<file path="config.mk">
export PLATFORM = sky130hd
export DESIGN_NAME = collision_scorekeeper_flat
export DESIGN_NICKNAME = d
export VERILOG_FILES = /design/src/rtl/collision_scorekeeper_if.sv /design/src/rtl/collision_scorekeeper.sv /design/src/flat_wrapper.sv
export SDC_FILE = /design/constraint.sdc
export NUM_CORES = 1
export LEC_CHECK = 0
export CAP_MARGIN = 20
export CORE_AREA = 5 5 201 203
export DETAILED_ROUTE_END_ITERATION = 16
export DIE_AREA = 0 0 206 208
export PLACE_DENSITY = 0.41
export RECOVER_POWER = 25
export SKIP_LAST_GASP = 1
export SLEW_MARGIN = 25
export SYNTH_ARGS = -nofsm -noshare
export SYNTH_HDL_FRONTEND = slang
export SYNTH_SLANG_ARGS = --single-unit
export TNS_END_PERCENT = 20
</file>
<file path="constraint.sdc">
create_clock -name CLK -period 2.8 [get_ports CLK]
set_clock_uncertainty 0.2 [all_clocks]
set_input_delay 0.28 -clock CLK [delete_from_list [all_inputs] [get_ports CLK]]
set_output_delay 0.28 -clock CLK [all_outputs]
set_load 0.01 [all_outputs]
</file>
<file path="src/rtl/collision_scorekeeper_if.sv">
// Signal bundle between the game-control stage and its neighbours.
// The highScore signal exists only when HIGH_SCORE_EN is defined.
interface collision_scorekeeper_if;
  logic                 start;
  logic [3:0]           ROW;
  logic [15:0][15:0]    GrnPixels;
  logic [15:0][15:0]    RedPixels;
  logic                 RUNen;
  logic                 hit;
  logic                 gameOver;
  logic [7:0]           score;
`ifdef HIGH_SCORE_EN
  logic [7:0]           highScore;
`endif

  modport master (
    output start, ROW, GrnPixels, RedPixels,
`ifdef HIGH_SCORE_EN
    input  highScore,
`endif
    input  RUNen, hit, gameOver, score
  );

  modport slave (
    input  start, ROW, GrnPixels, RedPixels,
`ifdef HIGH_SCORE_EN
    output highScore,
`endif
    output RUNen, hit, gameOver, score
  );
endinterface

</file>
<file path="src/rtl/collision_scorekeeper.sv">
// Collision detection, game FSM (idle/run/hit/over) and saturating BCD score keeper.
// Optional best-score register enabled by defining HIGH_SCORE_EN.
module collision_scorekeeper #(
  parameter int unsigned HIT_HOLD = 4
) (
  input  logic                   CLK,
  input  logic                   RST,
  collision_scorekeeper_if.slave bus
);

  typedef enum logic [1:0] {S_IDLE, S_RUN, S_HIT, S_OVER} state_e;

  localparam logic [7:0] HOLD_INIT = 8'(HIT_HOLD - 1);

  state_e      state_q, state_d;
  logic [7:0]  hold_q, hold_d;
  logic        start_q;
  logic [3:0]  row_q;
  logic        runen_q, runen_d;
  logic        hit_q, hit_d;
  logic        gameover_q, gameover_d;
  logic [7:0]  score_q, score_d;
  logic        overlap, wrap, start_edge;

  function automatic logic [7:0] bcd_inc_sat(input logic [7:0] v);
    logic [7:0] r;
    if (v == 8'h99)
      r = v;
    else if (v[3:0] == 4'd9)
      r = {v[7:4] + 4'd1, 4'd0};
    else
      r = {v[7:4], v[3:0] + 4'd1};
    return r;
  endfunction

  assign overlap    = |(bus.GrnPixels & bus.RedPixels);
  assign wrap       = (row_q == 4'd15) && (bus.ROW == 4'd0);
  assign start_edge = bus.start && !start_q;

  always_ff @(posedge CLK) begin
    if (RST) begin
      state_q    <= S_IDLE;
      hold_q     <= 8'd0;
      start_q    <= 1'b1;
      row_q      <= 4'd0;
      runen_q    <= 1'b0;
      hit_q      <= 1'b0;
      gameover_q <= 1'b0;
      score_q    <= 8'h00;
    end else begin
      state_q    <= state_d;
      hold_q     <= hold_d;
      start_q    <= bus.start;
      row_q      <= bus.ROW;
      runen_q    <= runen_d;
      hit_q      <= hit_d;
      gameover_q <= gameover_d;
      score_q    <= score_d;
    end
  end

  always_comb begin
    state_d = state_q;
    hold_d  = hold_q;
    unique case (state_q)
      S_IDLE, S_OVER: if (start_edge) state_d = S_RUN;
      S_RUN: begin
        if (overlap) begin
          state_d = S_HIT;
          hold_d  = HOLD_INIT;
        end
      end
      S_HIT: begin
        if (hold_q == 8'd0) state_d = S_OVER;
        else                hold_d  = hold_q - 8'd1;
      end
      default: state_d = S_IDLE;
    endcase
  end

  // Outputs are computed from the upcoming state so that they are registered.
  always_comb begin
    runen_d    = (state_d == S_RUN);
    hit_d      = (state_q == S_RUN) && overlap;
    gameover_d = (state_d == S_OVER);
    score_d    = score_q;
    if ((state_q == S_IDLE || state_q == S_OVER) && start_edge)
      score_d = 8'h00;
    else if (state_q == S_RUN && !overlap && wrap)
      score_d = bcd_inc_sat(score_q);
  end

  assign bus.RUNen    = runen_q;
  assign bus.hit      = hit_q;
  assign bus.gameOver = gameover_q;
  assign bus.score    = score_q;

`ifdef HIGH_SCORE_EN
  logic [7:0] high_q, high_d;

  function automatic logic bcd_gt(input logic [7:0] a, input logic [7:0] b);
    logic r;
    if (a[7:4] != b[7:4]) r = (a[7:4] > b[7:4]);
    else                  r = (a[3:0] > b[3:0]);
    return r;
  endfunction

  always_comb begin
    high_d = high_q;
    if (state_q == S_HIT && state_d == S_OVER && bcd_gt(score_q, high_q))
      high_d = score_q;
  end

  always_ff @(posedge CLK) begin
    if (RST) high_q <= 8'h00;
    else     high_q <= high_d;
  end

  assign bus.highScore = high_q;
`endif

endmodule

</file>
<file path="src/flat_wrapper.sv">
// flat-port wrapper written by rule: the top's interface ports become plain ports
module collision_scorekeeper_flat 
#(
  parameter int unsigned HIT_HOLD = 4
)
  (CLK, RST, bus_start, bus_ROW, bus_GrnPixels, bus_RedPixels, bus_RUNen, bus_hit, bus_gameOver, bus_score);
  collision_scorekeeper_if bus_i ();
  input  logic CLK;
  input  logic RST;
  input wire logic [$bits(bus_i.start)-1:0] bus_start;
  input wire logic [$bits(bus_i.ROW)-1:0] bus_ROW;
  input wire logic [$bits(bus_i.GrnPixels)-1:0] bus_GrnPixels;
  input wire logic [$bits(bus_i.RedPixels)-1:0] bus_RedPixels;
  output wire logic [$bits(bus_i.RUNen)-1:0] bus_RUNen;
  output wire logic [$bits(bus_i.hit)-1:0] bus_hit;
  output wire logic [$bits(bus_i.gameOver)-1:0] bus_gameOver;
  output wire logic [$bits(bus_i.score)-1:0] bus_score;
  assign bus_i.start = bus_start;
  assign bus_i.ROW = bus_ROW;
  assign bus_i.GrnPixels = bus_GrnPixels;
  assign bus_i.RedPixels = bus_RedPixels;
  assign bus_RUNen = bus_i.RUNen;
  assign bus_hit = bus_i.hit;
  assign bus_gameOver = bus_i.gameOver;
  assign bus_score = bus_i.score;
  collision_scorekeeper #(.HIT_HOLD(HIT_HOLD)) u_core (.CLK(CLK), .RST(RST), .bus(bus_i));
endmodule
</file>
==> results.md, run 1 <==
- GR peak layer: met2
- Post-synth top flop: dfxtp_1
- CTS root buf: clkbuf_16
- Setup violators final: 0
- FMAX: 366 MHz
- Number of DRC markers in iteration 0: ~190
- EDFF count, synth: 0
- Mapped Nets: 830
- Setup crit end kind: register
- CP startpoint: bus_RedPixels[156]
- Total CTS buffers: 3
- Yosys cell types: between 40 and 50
- First-pass GRT wire length: between 50000 and 60000 um
- Worst r2r dst: u_core.hold_q[7]
- CTS tree: built
- CP Class: input port to register
- Cell area after synthesis: 0.00277 mm2
- CP required: 2790 ps
- Syn_area_per_cell: between 9 and 10 um2
- IO Count: 530
- Synth-to-layout area growth: 236%
- Crit-path max cell delay: 410 ps
- Async SR Flop Fraction: 0%
- H-tree lvl count: 1
- Hold Path Depth: 1
- Die footprint: between 0.04 and 0.05 mm2
- RD Place Congestion: 0.902
- Vias: 5315
- Startpoint Class: input port
- Pins over their slew limit: 0
- Sequential area share after synthesis: 18.8%
- Syn. warnings: 0
- Max_cap viols: 0
- Die span in y: around 210 um
- Layout cell share with drive strength beyond 1: 10.4%
- Worst path slowest cell: clkdlybuf4s50_1
- Critical-path cell list: clkdlybuf4s50_1 -> a22o_1 -> a221oi_2 -> buf_4 -> nand4_1 -> nor4_4 -> and4_4 -> nand4_4 -> or3_1 -> a21oi_1
- CP bufs+invs: 2
- PwrDens: 201 mW/mm2
- Setup TNS: 0 ps
- Std cell rows: 72
- Worst Tran Pin Value: 496 ps
- Grt total ovfl: 0
- Leakage: between 0.003 and 0.004 uW
- Slew margin rel.: roughly two thirds
- Met2 Track Usage GR: 32.2%
- Initial core utilization: 7.24%
- Final HPWL DP: 38900 um
- Worst vdd ir: 0.000165 V
- Pin count of the biggest net entering global routing: 18
- Drt drc: 0
- Vias/cell: 3.86
- Clock Tree Buf Depth: 2
- Kind of cell adding the most delay to the critical path: simple AND/OR/NAND/NOR gates
- GR Layer Usage met3: under 10%
- WP depth: 10
- Nets: 1372
- Initial antenna violation count: 53
- Setup slack, reg-to-reg: 600 ps
- Overall Global Routing Usage: 18.1%
- Die width: 206 um
- Total Routed Length: between 40000 and 50000 um
- Core area: approximately 0.038 mm2
- Arrival time at the worst endpoint: between 2000 and 3000 ps
- Post-synthesis cell count: 306
- Pre-antenna DRT Iters: 4
- R2R cell count: 8
- Met1 Track Usage GR: 20.2%
- CP max FO: 4
- Clk_lat worst skew: 260 ps
- Drt wl/cell: 29.9 um
- Total clock sinks: 26
- Setup slack after layout: 69.5 ps
- Place WS: -740 ps
- Vias in the first global route: 5975
- Worst Setup EP: u_core.bus.score[7]
- Post-route minimum period: 2730 ps
- Reg clk slew, reported paths: 70 ps
- Final period util: 97.5%
- RR Startpoint: u_core.hold_q[0]
- Status: finished, final reports clean
- Synth Register Bits: 26
- Detail Route Antenna Nets: 0
- Min-delay worst type: register to register
- Hold Violations, Final: 0
- Port bufs: between 500 and 600
[cell usage in the layout (no fill, tap or decap), types with 4 or more instances in the layout]
cell type        synthesis  final
clkdlybuf4s50_1          0    437
dlymetal6s2s_1           0     77
a22o_1                  64     63
a221oi_2                32     52
dfxtp_1                 26     26
nand4_1                 21     21
nor2_1                  13     13
buf_4                    1     13
diode_2                  0     11
nand2_1                 11     11
a221oi_1                32     11
nor2b_1                 10     10
a21oi_1                 13     10
inv_1                    9      9
o21ai_0                  9      8
dlygate4sd2_1            0      8
nand3_1                  6      6
nand2b_1                 5      5
ha_1                     5      5
dlygate4sd3_1            0      5
a211oi_1                 4      4
[how the worst min path moves through the flow]
stage / startpoint / endpoint / slack, ps
floorplan: bus_start / u_core.start_q / 190
global placement: u_core.hold_q[7] / u_core.hold_q[7] / 250
detailed placement: u_core.hold_q[7] / u_core.hold_q[7] / 260
CTS: u_core.hold_q[3] / u_core.hold_q[3] / 290
global route: u_core.hold_q[3] / u_core.hold_q[3] / 330
finish: u_core.hold_q[7] / u_core.hold_q[7] / 290
[synthesized netlist by cell type, types with 4 or more instances]
cell      count  area share [%]
ha_1          5             2.3
a22o_1       64              20
clkbuf_1      4            0.54
nor2b_1      10             2.3
nand3_1       6             1.1
nand4_1      21             4.7
nand2b_1      5             1.1
a211oi_1      4             1.1
o21ai_0       9             1.6
inv_1         9             1.2
a221oi_1     32              10
nor4_1        5             1.1
a221oi_2     32              17
dfxtp_1      26              19
nor2_1       13             1.8
a21oi_1      13             2.3
nand2_1      11             1.5
[power by group]
part	switching [uW]	total, uW	internal, uW
clock	125	344	218
combinational	354	1140	788
sequential	8.01	388	380
total	487	1870	1390
[area by class of cell]
type / instances / area [um2]
Antenna cell: 11 / 27.5
Clock buffer: 4 / 88.8
Fill cell: 4153 / 29000
Inverter: 9 / 33.8
Multi-Input combinational cell: 263 / 2400
Sequential cell: 26 / 520
Tap cell: 518 / 648
Timing Repair Buffer: 545 / 5600
[through the flow]
step / power, uW / std cells / instance area [um2] / util, % / hold slack, ps
finish: 1870 / 1376 / 9320 / 24.3 / 292
global route: 1970 / 1372 / 9310 / 24.3 / 332
CTS: 1890 / 1365 / 8970 / 23.4 / 293
detailed placement: 1520 / 1360 / 8800 / 23.0 / 259
global placement: 1520 / 1360 / 8800 / 23.0 / 255
floorplan: 632 / 306 / 2770 / - / 187
[flip-flops by register name, summed over array words and instances, names as in the netlist]
| signal | count |
|---|---|
| u_core.bus.RUNen | 1 |
| u_core.bus.gameOver | 1 |
| u_core.bus.hit | 1 |
| u_core.bus.score | 8 |
| u_core.hold_q | 8 |
| u_core.row_q | 4 |
| u_core.start_q | 1 |
| u_core.state_q | 2 |
[metal layers]
layer / wire, um / share of wire [%] / vias to the layer above
met2: 20400 / 50 / 297
met4: 730 / 1.8 / 42
met3: 4380 / 11 / 76
li1: - / - / 2463
met5: 238 / 0.58 / -
met1: 15400 / 37 / 2437
[cells by family (layout without fill, tap and decap cells)]
| group | Yosys count | after routing | share of synthesized area (%) |
|---|---|---|---|
| simple gates | 88 | 88 | 18.7 |
| fa+ha+maj | 5 | 5 | 2.26 |
| other cells | 0 | 11 | 0 |
| buf+inv | 17 | 558 | 2.75 |
| flops | 26 | 26 | 18.8 |
| compound gates | 165 | 165 | 55.8 |
| mux | 3 | 3 | 1.08 |
| xor+xnor | 2 | 2 | 0.632 |
[timing repair]
item | CTS | global route
hold buffers | 0 | 0
setup buffers | 2 | 0
pin swaps | 13 | 47
setup endpoints to repair | 21 | 20
gates resized for setup | 28 | 104
Note: power is estimated with default switching activity, not from simulation.
==> run 2, diff against run 1 <==
Settings changed: CORE_AREA 5 5 201 203 to 5 5 206 208, DIE_AREA 0 0 206 208 to 0 0 211 213.
Clock period 2.8 ns to 2.4 ns, I/O delays scaled along.
==> results.md, run 2 (synthesized netlist as in run 1, its figures left out) <==
- Final period util: 107%
- Initial core utilization: 6.86% (was 7.24%)
- Commonest non-fill, non-tap cell in the layout: clkdlybuf4s50_1 (unchanged)
- Core area: 0.0404 mm2 (was 0.0383 mm2)
- Drt drc: 0 (unchanged)
- Total Routed Length: 41100 um (about the same)
- Finished Layout Cells: 1402 (was 1376)
- Most frequent cells in the layout: 210 x clkdlybuf4s50_1, 196 x dlygate4sd2_1, 63 x a221oi_2 (was 437 x clkdlybuf4s50_1, 77 x dlymetal6s2s_1, 63 x a22o_1)
- Clock Tree Buf Depth: 2 (unchanged)
- Setup violators final: 20 (was 0)
- Status: complete, but fails checks (was finished, final reports clean)
- Setup slack after layout: -176 ps (was 69.5 ps)
- Min-delay worst type: register to register (unchanged)
- Layout cell share with drive strength beyond 1: 16.8% (was 10.4%)
- Max_cap viols: 0 (unchanged)
- Worst vdd ir: 0.000220 V (was 0.000165 V)
- CP Class: input port to register (unchanged)
- Initial antenna violation count: 75 (was 53)
- Slew margin rel.: 43.7% (was 66.9%)
- Clk_lat worst skew: 260 ps (about the same)
- Violated checks: negative setup slack
- Std cell rows: 74 (was 72)
- IO Count: 530 (unchanged)
- Startpoint Class: input port (unchanged)
- Internal cell power: 1440 uW (was 1390 uW)
- RSZ-0062 raised after global routing: yes
- RD Place Congestion: 0.883 (was 0.902)
- Comb power frac: 59.5% (was 60.9%)
- Vias in the first global route: 5914 (was 5975)
- Nets: 1376 (was 1372)
- CP max FO: 5 (was 4)
- Setup crit end kind: register (unchanged)
- Drt wl/cell: 29.3 um (was 29.9 um)
- NetSw: 585 uW (was 487 uW)
- Seq pwr share: 22.4% (was 20.7%)
- Leakage: 0.00390 uW (was 0.00391 uW)
- Total CTS buffers: 3 (unchanged)
- FMAX: about 390 MHz
- Clock share of power: 18.1% (was 18.3%)
- Vias: 5361 (was 5315)
- Pins over their slew limit: 0 (unchanged)
- CTS tree: built (unchanged)
- CP required: 2390 ps (was 2790 ps)
- H-tree lvl count: 1 (unchanged)
- Die footprint: 0.0449 mm2 (was 0.0428 mm2)
- Vias/cell: 3.82 (was 3.86)
- Pin count of the biggest net entering global routing: 18 (unchanged)
- Pre-antenna DRT Iters: 6 (was 4)
- Switch share: 28.9% (was 26.0%)
- Overall Global Routing Usage: 17.2% (was 18.1%)
- Die width: 211 um (was 206 um)
- Number of DRC markers in iteration 0: 199 (was 187)
- Grt total ovfl: 0 (unchanged)
- Total clock sinks: 26 (unchanged)
- First-pass GRT wire length: 52100 um (was 52900 um)
- Worst Tran Pin Value: 844 ps (was 496 ps)
- Hold Violations, Final: 0 (unchanged)
- Arrival time at the worst endpoint: 2570 ps (was 2720 ps)
- Fillers: 4629 (was 4153)
- CTS Hold Bufs: 0 (unchanged)
- DP Cell Count: 1379 (was 1360)
- Total power: 2030 uW (was 1870 uW)
- Synth-to-layout area growth: 223% (was 236%)
- CTS root buf: clkbuf_16 (unchanged)
- Setup TNS: -1960 ps (was 0 ps)
- Reg clk slew, reported paths: 70 ps (about the same)
- Post-route minimum period: 2580 ps
- Final HPWL DP: 38800 um (was 38900 um)
- Port bufs: 529 (unchanged)
- Die span in y: 213 um (was 208 um)
- PwrDens: 227 mW/mm2 (was 201 mW/mm2)
- Detail Route Antenna Nets: 0 (unchanged)
run 2: cell types whose count changed in the layout (fill, tap and decap cells not counted), sizes merged:
cell / before / now
buf: 16 / 60
dlymetal6s2s: 77 / 42
clkdlybuf4s15: 1 / 38
dlygate4sd3: 5 / 1
dlygate4sd2: 8 / 196
diode: 11 / 20
clkdlybuf4s50: 437 / 210
run 2: critical path, cell delays in order:
cell	delay, ps
clkdlybuf4s50_1	480
a22o_1	230
a221oi_2	180
nand4_1	220
nor4_4	260
and4_4	340
nand4_4	120
or3_4	350
a21oi_2	130
run 2: final cells by class:
type / instances / area (um2) / share of cell area (%)
diodes: 20 / 50.0 / 0.560
clock buffers: 3 / 75.1 / 0.840
inverters: 9 / 33.8 / 0.378
multi-input cells: 263 / 2470 / 27.6
flip-flops and latches: 26 / 520 / 5.82
well taps: 532 / 666 / 7.45
repair buffers: 549 / 5120 / 57.3
run 2: worst paths after layout:
path                            from  slack [ps]  cells after the start             endpoint
setup / recovery  bus_RedPixels[184]        -180                      9  u_core.bus.score[7]
hold / removal      u_core.hold_q[7]         280                      1     u_core.hold_q[7]
setup reg to reg   u_core.state_q[0]         190                      5  u_core.bus.score[5]
hold reg to reg     u_core.hold_q[7]         280                      1     u_core.hold_q[7]
run 2: stage by stage:
| stage | cell area, um2 | hold WS [ps] | worst slack [ps] | utilization, % |
|---|---|---|---|---|
| 2_1_floorplan | 2770 | 147 | 267 | - |
| 3_3_place_gp | 8840 | 256 | -1250 | 21.9 |
| 3_5_place_dp | 8840 | 257 | -1300 | 21.9 |
| 4_1_cts | 8730 | 282 | -237 | 21.6 |
| 5_1_grt | 8930 | 292 | -291 | 22.1 |
| 6_report | 8940 | 282 | -176 | 22.1 |
run 2: power by group through the flow:
stage | clock network, uW | registers [uW] | logic [uW]
3_3_place_gp | 0 | 462 | 1330
3_5_place_dp | 0 | 463 | 1330
5_1_grt | 406 | 454 | 1280
2_1_floorplan | 0 | 461 | 277
6_report | 367 | 453 | 1210
4_1_cts | 387 | 453 | 1220
run 2: timing repair:
action                     4_1_cts  5_1_grt
gates resized for setup        460       66
pin swaps                       94       39
setup endpoints to repair       21       21
setup buffers                    2        1
run 2: per-layer routing:
| layer | track usage [%] | share of wire (%) | vias up |
|---|---|---|---|
| met4 | 4.78 | 2.2 | 42 |
| li1 | - | - | 2477 |
| met5 | 0 | 0.65 | - |
| met3 | 8.92 | 11 | 86 |
| met1 | 19.5 | 39 | 2419 |
| met2 | 28.4 | 48 | 337 |
==> RTL change, RTL diff (flow settings as in run 2) <==
Re-encode `state_e` (4 states) as Gray code, 2 bits wide.
--- a/src/rtl/collision_scorekeeper.sv
+++ b/src/rtl/collision_scorekeeper.sv
@@ -9,5 +9,5 @@
 );
 
-  typedef enum logic [1:0] {S_IDLE, S_RUN, S_HIT, S_OVER} state_e;
+  typedef enum logic [1:0] {S_IDLE = 2'b00, S_RUN = 2'b01, S_HIT = 2'b11, S_OVER = 2'b10} state_e;
 
   localparam logic [7:0] HOLD_INIT = 8'(HIT_HOLD - 1);
Behaviour: same outputs for any inputs over 10 cycles, from zero or initial values and one cycle with RST high; not proved beyond that.
==> RTL change against run 2 <==
- the flow still finishes with violations (setup timing)
- setup slack got worse by 0.13 ns
- non-clock buffer count is 6 higher
- core utilization grew 1.4 points
- power is 0.55% lower
- routed wire length down 4.5%
- synthesized area fell by 2.8%
- sequential share of layout area shrank 0.34 points
- largest cell class unchanged
- synthesized cell count stayed put
- sequential cell count is the same
- clock power increased by 13%
- combinational power down 6%
- design area is 6.2% higher
==> RTL change: results (changes against run 2) <==
| Metric | Value |
|---|---|
| Vias | `5,363 (was 5,361)` |
| Leakage dissipation | `0.005120 uW (was 0.003899 uW)` |
| Critical Path Start | `bus_RedPixels[174] (was bus_RedPixels[184])` |
| Synth cell count leaders | `a22o_1, a221oi_1, dfxtp_1 (was a22o_1, a221oi_1, a221oi_2)` |
| Register area share after synthesis | `19.32% (was 18.79%)` |
| Vias in the first global route | `5,926 (was 5,914)` |
| Peak VDD IR | `0.0003122 V (was 0.0002203 V)` |
| DP Area | `0.008791 mm2 (was 0.008838 mm2)` |
| Hold_sp | `u_core.bus.score[7]$_SDFFE_PP0P_ (was u_core.hold_q[7]$_SDFFE_PP0P_)` |
| Synth cell types | `39 (was 43)` |
| Initial antenna violation count | `65 (was 75)` |
| Synth area leaders | `a22o_1, dfxtp_1, a221oi_1 (was a22o_1, dfxtp_1, a221oi_2)` |
| Worst Hold End | `u_core.bus.score[7]$_SDFFE_PP0P_ (was u_core.hold_q[7]$_SDFFE_PP0P_)` |
| GRT Total Usage | `15.99% (was 17.15%)` |
| Global-route wire length before repair | `49,530 um (was 52,120 um)` |
| Final RePlAce weighted congestion | `0.9089 (was 0.8833)` |
| Worst r2r src | `u_core.hold_q[0]$_SDFFE_PP0P_ (was u_core.state_q[0]$_SDFF_PP0_)` |
| Place WS | `-1.221 ns (was -1.299 ns)` |
| # fillers | `4,589 (was 4,629)` |
| Final HPWL DP | `36,450 um (was 38,850 um)` |
| Status | `finished, violations left (unchanged)` |
| Syn nets | `829 (was 830)` |
| Reg2reg path depth | `7 (was 5)` |
| Worst-margin pin slew | `0.5645 ns (was 0.8440 ns)` |
| Final Instance Area | `0.009494 mm2 (was 0.008937 mm2)` |
| Setup violators final | `20 (unchanged)` |
| Synth warn | `0 (unchanged)` |
| Critical R2R Capture | `u_core.hold_q[4]$_SDFFE_PP0P_ (was u_core.bus.score[5]$_SDFFE_PP0P_)` |
| Violated checks | `setup timing (unchanged)` |
| Share of layout cells above drive strength 1 | `16.30% (was 16.82%)` |
| Drt wl/cell | `27.67 um (was 29.29 um)` |
| PnR worst setup slack | `-0.3051 ns (was -0.1757 ns)` |
| Nets | `1,383 (was 1,376)` |
| Arrival time worst endpoint | `2.67 ns (was 2.57 ns)` |
| H-tree Lvls | `1 (unchanged)` |
| CP Max Fanout | `5 (unchanged)` |
| DRT iter0 DRCs | `203 (was 199)` |
| Critical Path End | `u_core.bus.score[3]$_SDFFE_PP0P_ (was u_core.bus.score[7]$_SDFFE_PP0P_)` |
| Pin count of the biggest net entering global routing | `21 (was 18)` |
| Drt pass-1 iters | `4 (was 6)` |
-- RTL change: worst max-delay path: stages --
cell and delay (ns):
clkdlybuf4s50_1 0.43, a221oi_2 0.27, nand4_1 0.14, or4_4 0.60, nor4_4 0.29, buf_4 0.18, buf_12 0.13, a41oi_2 0.11
o2111a_1 0.26
-- RTL change: through the flow --
stage               std cells  setup TNS, ns  hold WS [ns]
floorplan                 306        -0.2824        0.1466
global route             1404         -6.544        0.3482
CTS                      1384         -5.100        0.3007
finish                   1417         -4.985        0.2954
global placement         1380         -22.54        0.2866
detailed placement       1380         -21.70        0.2890
-- RTL change: kinds of logic (layout without fill, tap and decap cells) --
group,Yosys count,after routing,share of synthesized area (%)
DFF,26,26,19.32
and+or+nand+nor,91,91,20.48
AOI/OAI and AO/OA,165,165,53.14
adders and majority gates,4,4,1.858
other,0,26,0
buffers and inverters,11,564,1.858
muxes,9,9,3.344
-- RTL change: routing by layer --
metal  up-vias  global-route usage [%]  wire length [um]
li1       2523                       -                 -
met2       316                   27.87             19120
met3        64                   7.067              3628
met4        22                   2.616               898
met1      2438                   18.49             15420
met5         -                       0               140
-- RTL change: final cells by class --
cell class	instances	area share, %
antenna	26	0.6853
clock buffer	4	0.9357
inverter	5	0.1977
multi-input combinational	269	26.19
sequential	26	5.482
tap	532	7.011
timing repair buffer	555	59.50
-- RTL change: what timing repair did --
item / CTS / global route
gates resized for setup: 342 / 269
buffers inserted: 1 / 4
endpoints found under the setup margin: 20 / 20
cloned: 0 / 3
pin swaps: 97 / 122
-- RTL change: report_power, final --
part	switching (uW)	internal (uW)
registers	12.1	449
clock network	160	255
logic	389	750
total	561	1450
